===== src/rtl/board_pkg.sv =====
// Shared definitions for the board state engine: cell codes, FSM states,
// and the mapping from (line, position-on-line) to a flat cell index.
package board_pkg;

  localparam logic [1:0] CELL_EMPTY  = 2'b00;
  localparam logic [1:0] CELL_PLAYER = 2'b01;
  localparam logic [1:0] CELL_COMP   = 2'b10;

  typedef enum logic [1:0] {
    IDLE = 2'd0,
    SCAN = 2'd1,
    DONE = 2'd2
  } state_t;

  // Lines are numbered rows 0..n-1, columns n..2n-1, main diagonal 2n and
  // anti-diagonal 2n+1; k walks along the line from row 0 downwards.
  function automatic int line_cell(input int line, input int k, input int n);
    int idx;
    if (line < n) begin
      idx = line * n + k;
    end else if (line < 2 * n) begin
      idx = k * n + (line - n);
    end else if (line == 2 * n) begin
      idx = k * n + k;
    end else begin
      idx = k * n + (n - 1 - k);
    end
    return idx;
  endfunction

endpackage


===== src/rtl/board_line_match.sv =====
// Combinational line matcher: reports whether every cell on the selected
// line holds the given code. Line numbers past the last real line never match.
module board_line_match
  import board_pkg::*;
#(
  parameter int BOARD_N = 3,
  parameter int LINE_W  = $clog2(2 * BOARD_N + 2)
) (
  input  logic [2*BOARD_N*BOARD_N-1:0] board_i,
  input  logic [LINE_W-1:0]            line_i,
  input  logic [1:0]                   code_i,
  output logic                         match_o
);

  localparam int NUM_CELLS = BOARD_N * BOARD_N;
  localparam int IDX_W     = $clog2(NUM_CELLS);
  localparam int NUM_LINES = 2 * BOARD_N + 2;

  logic [1:0]              cells [NUM_CELLS];
  logic [(1<<LINE_W)-1:0]  line_hit;

  // Unpack the flat board into addressable cells.
  always_comb begin
    for (int i = 0; i < NUM_CELLS; i++) begin
      cells[i] = board_i[2*i +: 2];
    end
  end

  // Evaluate every line in parallel; the scanner picks one per cycle.
  always_comb begin
    line_hit = '0;
    for (int l = 0; l < NUM_LINES; l++) begin
      line_hit[LINE_W'(l)] = 1'b1;
      for (int k = 0; k < BOARD_N; k++) begin
        if (cells[IDX_W'(line_cell(l, k, BOARD_N))] != code_i) begin
          line_hit[LINE_W'(l)] = 1'b0;
        end
      end
    end
  end

  assign match_o = line_hit[line_i];

endmodule


===== src/rtl/board_state_engine.sv =====
// N x N board state engine: accepts one move per handshake, rejects illegal
// moves, then scans one line per cycle for a win by the last mover or a draw.
//
//   state | meaning
//   IDLE  | waiting for a move, move_ready high
//   SCAN  | checking line line_q for the latched mover
//   DONE  | win or draw reached, board frozen until clear/reset
module board_state_engine
  import board_pkg::*;
#(
  parameter int BOARD_N = 3,
  parameter int IDX_W   = $clog2(BOARD_N * BOARD_N),
  parameter int CNT_W   = $clog2(BOARD_N * BOARD_N + 1),
  parameter int LINE_W  = $clog2(2 * BOARD_N + 2)
) (
  input  logic                         clock,
  input  logic                         reset,
  input  logic                         clear,
  input  logic                         move_valid,
  output logic                         move_ready,
  input  logic [IDX_W-1:0]             move_idx,
  input  logic [1:0]                   move_code,
  output logic                         accepted,
  output logic                         illegal,
  output logic [2*BOARD_N*BOARD_N-1:0] board,
  output logic [CNT_W-1:0]             fill_count,
  output logic                         game_over,
  output logic [1:0]                   winner,
  output logic                         scanning
);

  localparam int NUM_CELLS = BOARD_N * BOARD_N;
  localparam int LAST_LINE = 2 * BOARD_N + 1;

  state_t                  state_q, state_d;
  logic [2*NUM_CELLS-1:0]  board_q, board_d;
  logic [CNT_W-1:0]        count_q, count_d;
  logic [LINE_W-1:0]       line_q, line_d;
  logic [1:0]              mover_q, mover_d;
  logic [1:0]              winner_q, winner_d;
  logic                    accepted_q, accepted_d;
  logic                    illegal_q, illegal_d;

  logic                    line_match;
  logic                    idx_in_range;
  logic                    code_ok;
  logic                    cell_free;
  logic                    move_legal;

  board_line_match #(
    .BOARD_N (BOARD_N),
    .LINE_W  (LINE_W)
  ) u_line_match (
    .board_i (board_q),
    .line_i  (line_q),
    .code_i  (mover_q),
    .match_o (line_match)
  );

  // Legality of the presented move against the current board.
  always_comb begin
    idx_in_range = ({1'b0, move_idx} < (IDX_W+1)'(NUM_CELLS));
    code_ok      = (move_code == CELL_PLAYER) || (move_code == CELL_COMP);
    cell_free    = 1'b0;
    for (int i = 0; i < NUM_CELLS; i++) begin
      if (move_idx == IDX_W'(i)) begin
        cell_free = (board_q[2*i +: 2] == CELL_EMPTY);
      end
    end
    move_legal = idx_in_range && code_ok && cell_free;
  end

  // Next-state and registered pulse logic; clear overrides any move.
  always_comb begin
    state_d    = state_q;
    board_d    = board_q;
    count_d    = count_q;
    line_d     = line_q;
    mover_d    = mover_q;
    winner_d   = winner_q;
    accepted_d = 1'b0;
    illegal_d  = 1'b0;

    if (clear) begin
      state_d  = IDLE;
      board_d  = '0;
      count_d  = '0;
      line_d   = '0;
      mover_d  = CELL_EMPTY;
      winner_d = CELL_EMPTY;
    end else begin
      case (state_q)
        IDLE: begin
          if (move_valid) begin
            if (move_legal) begin
              for (int i = 0; i < NUM_CELLS; i++) begin
                if (move_idx == IDX_W'(i)) begin
                  board_d[2*i +: 2] = move_code;
                end
              end
              count_d    = count_q + CNT_W'(1);
              accepted_d = 1'b1;
              mover_d    = move_code;
              line_d     = '0;
              state_d    = SCAN;
            end else begin
              illegal_d = 1'b1;
            end
          end
        end

        SCAN: begin
          if (line_match) begin
            winner_d = mover_q;
            state_d  = DONE;
          end else if (line_q == LINE_W'(LAST_LINE)) begin
            // The count already includes the move just scanned.
            state_d = (count_q == CNT_W'(NUM_CELLS)) ? DONE : IDLE;
          end else begin
            line_d = line_q + LINE_W'(1);
          end
        end

        DONE: begin
          if (move_valid) begin
            illegal_d = 1'b1;
          end
        end

        default: begin
          state_d = IDLE;
        end
      endcase
    end
  end

  // State and datapath registers with asynchronous reset.
  always_ff @(posedge clock or posedge reset) begin
    if (reset) begin
      state_q    <= IDLE;
      board_q    <= '0;
      count_q    <= '0;
      line_q     <= '0;
      mover_q    <= CELL_EMPTY;
      winner_q   <= CELL_EMPTY;
      accepted_q <= 1'b0;
      illegal_q  <= 1'b0;
    end else begin
      state_q    <= state_d;
      board_q    <= board_d;
      count_q    <= count_d;
      line_q     <= line_d;
      mover_q    <= mover_d;
      winner_q   <= winner_d;
      accepted_q <= accepted_d;
      illegal_q  <= illegal_d;
    end
  end

  assign move_ready = (state_q == IDLE);
  assign scanning   = (state_q == SCAN);
  assign game_over  = (state_q == DONE);
  assign accepted   = accepted_q;
  assign illegal    = illegal_q;
  assign board      = board_q;
  assign fill_count = count_q;
  assign winner     = winner_q;

endmodule

===== config.mk =====
export PLATFORM = sky130hd
export DESIGN_NAME = board_state_engine
export DESIGN_NICKNAME = d
export VERILOG_FILES = /design/src/rtl/board_pkg.sv /design/src/rtl/board_line_match.sv /design/src/rtl/board_state_engine.sv
export SDC_FILE = /design/constraint.sdc
export NUM_CORES = 1
export LEC_CHECK = 0
export BUFFER_PORTS_ARGS = -buffer_cell sky130_fd_sc_hd__clkbuf_2
export CORE_UTILIZATION = 28
export DETAILED_ROUTE_END_ITERATION = 16
export PLACE_DENSITY = 0.48
export SYNTH_ARGS = -nofsm -noshare
export SYNTH_HDL_FRONTEND = slang
export SYNTH_SLANG_ARGS = --single-unit

===== constraint.sdc =====
create_clock -name clock -period 2.75 [get_ports clock]
set_clock_uncertainty 0.05 [all_clocks]
set_input_delay 0.1375 -clock clock [delete_from_list [all_inputs] [get_ports clock]]
set_output_delay 0.1375 -clock clock [all_outputs]
set_load 0.005 [all_outputs]

* Word-level counts from Yosys, hierarchy flattened
Index checks and enable logic that the tools add are counted.
** Storage, ports and cells
- Flip-flop bits (word level) :: 33
** Cells by class
- Reduce and logical (&&, ||, !) cells :: 42
- $lt $le $gt $ge :: 2
- Equality and inequality tests :: 29
- Add/subtract/negate cells :: 2
- Muxes and demuxes :: 68
** Operators with widths (number)
- 2-to-1 mux 18 bit :: 4
- 2-to-1 mux 2 bit :: 22
- AND reduction 4 bit :: 10
- 2-to-1 mux 1 bit :: 29
- nonzero test 2 bit :: 14
- logical NOT 2 bit :: 10
- equality test 4 x 3 -> 1 bit, second input constant :: 4
- 2-to-1 mux 4 bit :: 4
- != test 2 bit :: 8
- 2-to-1 mux 3 bit :: 5
- != test 3 bit, second input constant :: 3
- equality test 4 x 2 -> 1 bit, second input constant :: 2
- equality test 4 bit, second input constant :: 2
- one-hot mux 2 bit (3 select lines) :: 1
- one-hot mux 3 bit (2 select lines) :: 1
- AND reduction 5 bit :: 1
- adder 4 x 1 -> 4 bit, second input constant :: 1
- equality test 2 x 1 -> 1 bit, second input constant :: 2
- equality test 2 bit, second input constant :: 2
- equality test 4 x 1 -> 1 bit, second input constant :: 1
- logical NOT 4 bit :: 1
- less-than comparator 3 x 4 -> 1 bit, second input constant :: 1
- less-than comparator 4 bit, second input constant :: 1
- != test 4 x 2 -> 1 bit, second input constant :: 1
- other kinds (12) :: 13

* Depth between registers and ports, before layout
Gate-level depths: netlist (run 1).
- Depth in word-level cells :: 15
- Depth in mapped cells :: 8
- Depth with buffers taken out :: 7

* Modules after synthesis
Synthesis (run 1) repeated with hierarchy kept, for this count alone.
** Unflattened totals
- Cells, all modules :: 201
- Area, all modules :: 1945.6 um2
** Modules (own cells, without submodules)
- board_state_engine :: area an instance 1734.2 um2, cells an instance 174, seq. area each 825.8 um2, times used 1
- board_line_match :: area an instance 211.5 um2, cells an instance 27, seq. area each 0.0 um2, times used 1

* Least setup slack after synthesis (run 1)
OpenSTA, ideal clock, no wires.
- Kind :: register to register
- From :: register board_q[13] (netlist: board[13])
- To :: register mover_q[0]
- Library setup time :: 0.132 ns
- Path slack :: 0.623 ns
- Required time :: 2.568 ns
- Cell stages (with the launch flop) :: 8
- Clock period less this slack :: 2.127 ns
- Data arrival time :: 1.945 ns
- Cells stage by stage :: dfrtp_1 or3_1 and3_1 a311o_1 a21oi_4 buf_6 mux2i_1 nor2_1
** On the way
- Cells in the longest elaborated chain, start to end :: 7
** Ends and longest elaborated chain
- start: declaration :: RTL line board_state_engine.sv:36 : logic [2*NUM_CELLS-1:0] board_q, board_d;
- start signal: assignment :: RTL line board_state_engine.sv:150 : board_q <= board_d;
- logical NOT 2 bit :: RTL line board_state_engine.sv:67 : cell_free = (board_q[2*i +: 2] == CELL_EMPTY);
- 2-to-1 mux 1 bit (3 in series) :: RTL line board_state_engine.sv:66 : if (move_idx == IDX_W'(i)) begin
- logical AND 1 bit :: RTL line board_state_engine.sv:70 : move_legal = idx_in_range && code_ok && cell_free;
- nonzero test 2 bit (no line)
- AND reduction 3 bit (no line)
- end signal: assignment :: RTL line board_state_engine.sv:153 : mover_q <= mover_d;
- end: declaration :: RTL line board_state_engine.sv:39 : logic [1:0] mover_q, mover_d;
Every way passes these cells.
A chain may end at the register's enable or synchronous reset.

* Worst setup path in the final report (run 1)
- From :: register board_q[10] (netlist: board[10])
- To :: register mover_q[0]
** On the way
- Cells in the longest elaborated chain, start to end :: 8
** Ends and longest elaborated chain (RTL line)
- logical NOT 2 bit :: board_state_engine.sv:67
- 2-to-1 mux 1 bit (4 in series) :: board_state_engine.sv:66
- logical AND 1 bit :: board_state_engine.sv:70
- nonzero test 2 bit (no line)
- AND reduction 3 bit (no line)
Every way passes these cells.

==> metrics.md, run 1 <==
| Metric | Value |
|---|---|
| Slew headroom | 0.647 |
| Setup CP Type | reg -> reg |
| Most frequent cells after synthesis | 33 x dfrtp_1, 33 x nor2_1, 10 x a31oi_1 |
| Area share of the largest cell type after synthesis | 0.434 |
| Max incr delay on CP | 540 ps |
| TritonCTS Buffers | 5 |
| Worst Hold Class | in -> reg |
| Post-synthesis sequential area ratio | 0.434 |
| Final instance area | roughly 2300 um^2 |
| RSZ-0062 raised after global routing | no |
| Internal power | about 820 uW |
| DRC viols | 0 |
| DRT antenna net count | 0 |
| Post-synth EDFFs | 0 |
| Largest net degree at the start of global routing | 35 |
| Fraction of layout cells with a size suffix above 1 | 0.239 |
| Min Tclk post-route | 2350 ps |
| Routed length per instance | about 16 um |
| Worst Path Required | roughly 2900 ps |
| Setup TNS | 0 ps |
| First-pass GRT wire length | 8620 um |
| DIE WIDTH | 84.4 um |
| DR pass1 iterations | 4 |
| Nets | between 200 and 300 |
| Initial antenna violation count | 0 |
| Final Hold Vio Count | 0 |
| Post-Syn Nets | between 200 and 250 |
| Via/cell ratio | around 5.4 |
| Synth cell types | 50 |
| Cells after DPL | roughly 320 |
| Core ar. | 6460 um^2 |
| Vias in the first global route | 1645 |
| Critical Path Start Type | flop |
| Clock transition at the registers of the reported paths | approximately 70 ps |
| Pre-CTS setup slack | between 400 and 500 ps |
| Max Cap Viol | 0 |
| Status | finished clean |
| Setup crit end kind | flop |
| Cell area after synthesis | between 1500 and 2000 um^2 |
| Root buffer cell | clkbuf_8 |
| Avg Inst Size Synth | 9.11 um^2 |
| Leakage power | between 1 and 1.5 nW |
| Synth-to-Final Area Change | 21.6% |
| Synth area leader | dfrtp_1 |
| Async S/R FF share, synth | 1.00 |
| Row count | 29 |
| Syn Inst Count | approximately 210 |
| Ys flop type | dfrtp_1 |
| Worst slew pin tran | ~530 ps |
| Hpwl dp | between 3000 and 4000 um |
| Synth area leaders | dfrtp_1 43%, nor2_1 6.5%, a41oi_1 3.7% |
| Post-Route WL | between 5000 and 6000 um |
| CTS tree | done |
| Buffers on Ports | 38 |
| N_diodes | 0 |
| GR Overflow Total | 0 |
| Crit path max fanout | 10 |
| Share of power burned in the clock network | 0.438 |
| Pwr Total | 1.08 mW |
| CTS sink count | 33 |
| Detailed-route via count | 1760 |
| Final Non-Filler Cells | between 300 and 400 |
| Starting Density | 0.295 |
| #FFs+latches synth | 33 |
| Switching Share | 0.235 |
| Synth Warn # | 0 |
| Crit path DAT | 2460 ps |
| Fmax achieved | 426 MHz |
| Worst path slowest cell | or4b_1 |
| Final setup violation count | 0 |
| Die span in y | 84.4 um |
| Max Transition Viols Final | 0 |
| Worst VDD drop | 0.000316 V |
| CTS Buffer Depth | 2 |
| Placed Area | roughly 2200 um^2 |
| Switching power | 253 uW |
| Fill count | 685 |
| Sequential share of power | 0.461 |
| Power density over the cells | about 470 nW/um^2 |
| CP Cell Sequence | or4b_1 > a221oi_1 > nor3_1 > a21oi_4 > buf_4 > mux2i_1 > nor2_1 |
| Combinational Power Share | 0.101 |
| Total GRT Usage | 0.154 |
| Min setup slack post-route | around 400 ps |
| Fin crit share | 0.854 |
| Gpl congestion | just over 0.8 |
| IO Count | 39 |
| Post-CTS Setup Bufs | 0 |
| H-Tree Level Count | 2 |
| Total die area | just over 7000 um^2 |
| Iteration-0 DRC Markers | 90 |
| Worst skew pair latency | 280 ps |
==> layout make-up <==
type                    count  area [um^2]  share of cell area
clock buffers               7         86.3              0.0373
clock inverters             1         30.0              0.0130
inverters                   7         26.3              0.0114
flip-flops and latches     33          826               0.357
multi-input cells         156          988               0.427
well taps                  77         96.3              0.0416
repair buffers             47          260               0.112
==> cell families (layout without fill, tap and decap cells) <==
| logic type | after synthesis | after routing | synth area share |
|---|---|---|---|
| buf+inv | 20 | 62 | 0.0467 |
| mux | 2 | 2 | 0.0105 |
| compound gates | 49 | 49 | 0.193 |
| flops | 33 | 33 | 0.434 |
| simple gates | 99 | 99 | 0.281 |
| fa+ha+maj | 4 | 4 | 0.0263 |
| xor+xnor | 2 | 2 | 0.00921 |
==> per-stage QoR <==
step | util | hold WS [ps]
floorplan | - | 216
global placement | 0.339 | 189
detailed placement | 0.339 | 188
CTS | 0.358 | 139
global route | 0.358 | 179
finish | 0.358 | 149
==> critical path, delay by kind of cell (launching register included) <==
kind                   cells  cell delay [ps]
AND/OR/NAND/NOR            3              740
AO/OA/AOI/OAI              2              600
flip-flops                 1              410
buffers and inverters      1              230
multiplexers               1              190
==> routing by layer <==
layer / share of wire / vias to the layer above / GRT usage / wire length [um]
li1: - / 866 / - / -
met1: 0.45 / 840 / 0.200 / 2320
met2: 0.49 / 45 / 0.257 / 2530
met3: 0.045 / 9 / 0.0324 / 235
met4: 0.022 / 0 / 0.0539 / 113
met5: 0 / - / 0 / 0
==> cell usage in the layout, fill, tap and decap left out, types with 5 or more instances in the layout <==
master    netlist  routed
a41oi_1         8       8
buf_4           1       8
nor3_1          8       8
nand2_1         7       7
a31oi_1        10      10
nor2_1         33      33
nand3_1         8       8
nand2b_1        7       7
clkbuf_2        0      38
a21oi_1         7       7
dfrtp_1        33      33
inv_1           6       6
nor2b_1         5       5
clkbuf_8        0       6
==> worst paths after layout <==
kind / depth (start not counted) / to / startpoint / slack (ps)
worst max-delay path: 7 / mover_q[0] / board[10] / 400
worst min-delay path: 3 / line_q[2] / clear / 150
worst max register to register: 7 / mover_q[0] / board[10] / 400
worst min register to register: 2 / winner[1] / winner[1] / 490
max in group asynchronous: 4 / board[12] / reset / 1910
min in group asynchronous: 4 / board[4] / reset / 430
==> flip-flops by register name, summed over array words and instances, names as in the netlist <==
register / count
mover_q: 2
illegal: 1
state_q: 2
line_q: 3
winner: 2
accepted: 1
fill_count: 4
board: 18
==> power by group through the flow <==
| stage | logic [mW] | registers [mW] | clock network, mW |
|---|---|---|---|
| after floorplan | 0.0749 | 0.503 | 0 |
| after global placement | 0.108 | 0.506 | 0 |
| after detailed placement | 0.108 | 0.506 | 0 |
| after CTS | 0.110 | 0.496 | 0.488 |
| after global routing | 0.122 | 0.497 | 0.508 |
| final | 0.109 | 0.497 | 0.472 |
==> repair_timing <==
item                                   CTS  global route
endpoints found under the hold margin   33             0
gates resized for setup                  0             0
hold buffers                             1             0
Note: power is estimated with default switching activity, not from simulation.
==> run 2, diff against run 1 <==
CTS_BUF_LIST = sky130_fd_sc_hd__clkbuf_8   (was unset)
==> metrics.md, run 2 (same netlist as run 1, synthesis figures left out) <==
| Metric | Value |
|---|---|
| N_diodes | 0 |
| RSZ-0062 raised after global routing | no |
| Post-Route WL | slightly above 5000 um |
| Fmax achieved | 426 MHz |
| CTS sink count | 33 |
| DRC viols | 0 |
| Vias in the first global route | 1645 |
| Setup TNS | 0 ps |
| Routed length per instance | 15.8 um |
| TritonCTS Buffers | 5 |
| Hpwl dp | between 3000 and 4000 um |
| Worst path slowest cell | or4b_1 |
| Leakage power | roughly 1.1 nW |
| Setup CP Type | reg -> reg |
| Slew headroom | 0.647 |
| First-pass GRT wire length | between 8000 and 9000 um |
| Crit path from | board[10] |
| Crit path DAT | roughly 2500 ps |
| CTS Buffer Depth | 2 |
| Largest net degree at the start of global routing | 35 |
| Total GRT Usage | 0.154 |
| Detailed-route via count | 1760 |
| Final setup violation count | 0 |
| DIE WIDTH | about 84 um |
| Initial antenna violation count | 0 |
| Root buffer cell | clkbuf_8 |
| Final core utilization | 0.358 |
| Critical Path Start Type | flop |
| Post-CTS Setup Bufs | 0 |
| Max Cap Viol | 0 |
| Hold Path Stages | 3 |
| Die span in y | 84.4 um |
| Via/cell ratio | between 5 and 6 |
| Worst VDD drop | 0.000316 V |
| IO Count | 39 |
| DRT antenna net count | 0 |
| Worst R2R Start | board[10] |
| Final Hold Vio Count | 0 |
| Row count | 29 |
| Setup crit end kind | flop |
| Fraction of layout cells with a size suffix above 1 | 0.239 |
| Clock transition at the registers of the reported paths | ~70 ps |
| Core ar. | about 6500 um^2 |
| Worst Path Required | between 2000 and 3000 ps |
| Synth-to-Final Area Change | 21.6% |
| Total die area | slightly above 7000 um^2 |
| Iteration-0 DRC Markers | 90 |
| Crit path max fanout | 10 |
| Min Tclk post-route | between 2000 and 2500 ps |
| Buffers on Ports | 38 |
| Worst skew pair latency | approximately 280 ps |
| DR pass1 iterations | 4 |
| Gpl congestion | roughly 0.83 |
| Commonest non-fill, non-tap cell in the layout | clkbuf_2 |
| Worst slew pin tran | roughly 530 ps |
| CP Cell Sequence | or4b_1 > a221oi_1 > nor3_1 > a21oi_4 > buf_4 > mux2i_1 > nor2_1 |
| Fin crit share | 0.854 |
| Status | finished clean |
| Max incr delay on CP | between 500 and 600 ps |
| Worst Hold Class | in -> reg |
| Highest-count cells in the layout ignoring fill and taps | 38 x clkbuf_2, 33 x nor2_1, 33 x dfrtp_1 |
| Max Transition Viols Final | 0 |
| Max reg flops | 18 |
| Fill count | between 600 and 700 |
| CTS tree | done |
| GR Overflow Total | 0 |
| H-Tree Level Count | 2 |
| Nets | about 260 |
| R2R cell count | 7 |
| Power density over the cells | ~460 nW/um^2 |
| Starting Density | 0.295 |
| Hold path start | clear |
==> run 2: cell count changes in the layout (fill, tap and decap cells not counted), sizes merged <==
cell / previous run / this run
clkbuf: 45 / 44
inv: 7 / 8
==> run 2: power by group <==
| part | leakage, nW | internal (mW) | switching [mW] |
|---|---|---|---|
| clock network | 0.0626 | 0.292 | 0.176 |
| registers | 0.459 | 0.490 | 0.00664 |
| logic | 0.544 | 0.0382 | 0.0704 |
==> run 2: worst paths after layout <==
check | slack [ps] | to
max | 400 | mover_q[0]
min | 150 | line_q[2]
max reg2reg | 400 | mover_q[0]
min reg2reg | 490 | winner[1]
max in group asynchronous | 1910 | board[12]
min in group asynchronous | 430 | board[4]
==> run 2: worst max-delay path: cells and delay by family, from the launching register on <==
family | cells | cell delay, ps
flops | 1 | 410
buf+inv | 1 | 230
mux | 1 | 190
simple gates | 3 | 740
compound gates | 2 | 600
==> run 2: area by class of cell <==
cell class              instances  area [um^2]  area share
flip-flops and latches         33          826       0.357
repair buffers                 47          260       0.112
inverters                       7         26.3      0.0114
clock buffers                   6         82.6      0.0357
well taps                      77         96.3      0.0416
multi-input cells             156          988       0.427
clock inverters                 2         33.8      0.0146
==> run 2: per-layer routing <==
metal	wire, um	part of all wire	global-route usage
met4	113	0.022	0.0539
met2	2530	0.49	0.257
met5	0	0	0
met3	222	0.043	0.0324
met1	2330	0.45	0.200
==> run 2: per-stage QoR <==
step,setup WS [ps],instance area [um^2],power (mW),hold slack [ps],std cells
detailed placement,409,2190,0.614,188,319
floorplan,623,1900,0.578,216,209
global route,171,2310,1.12,179,328
finish,401,2310,1.07,149,328
global placement,433,2190,0.614,189,319
CTS,397,2310,1.09,139,328
==> run 2: repair_timing <==
action,4_1_cts,5_1_grt
endpoints found under the setup margin,0,0
hold endpoints to repair,33,0
hold buffers,1,0
gates resized for setup,0,0
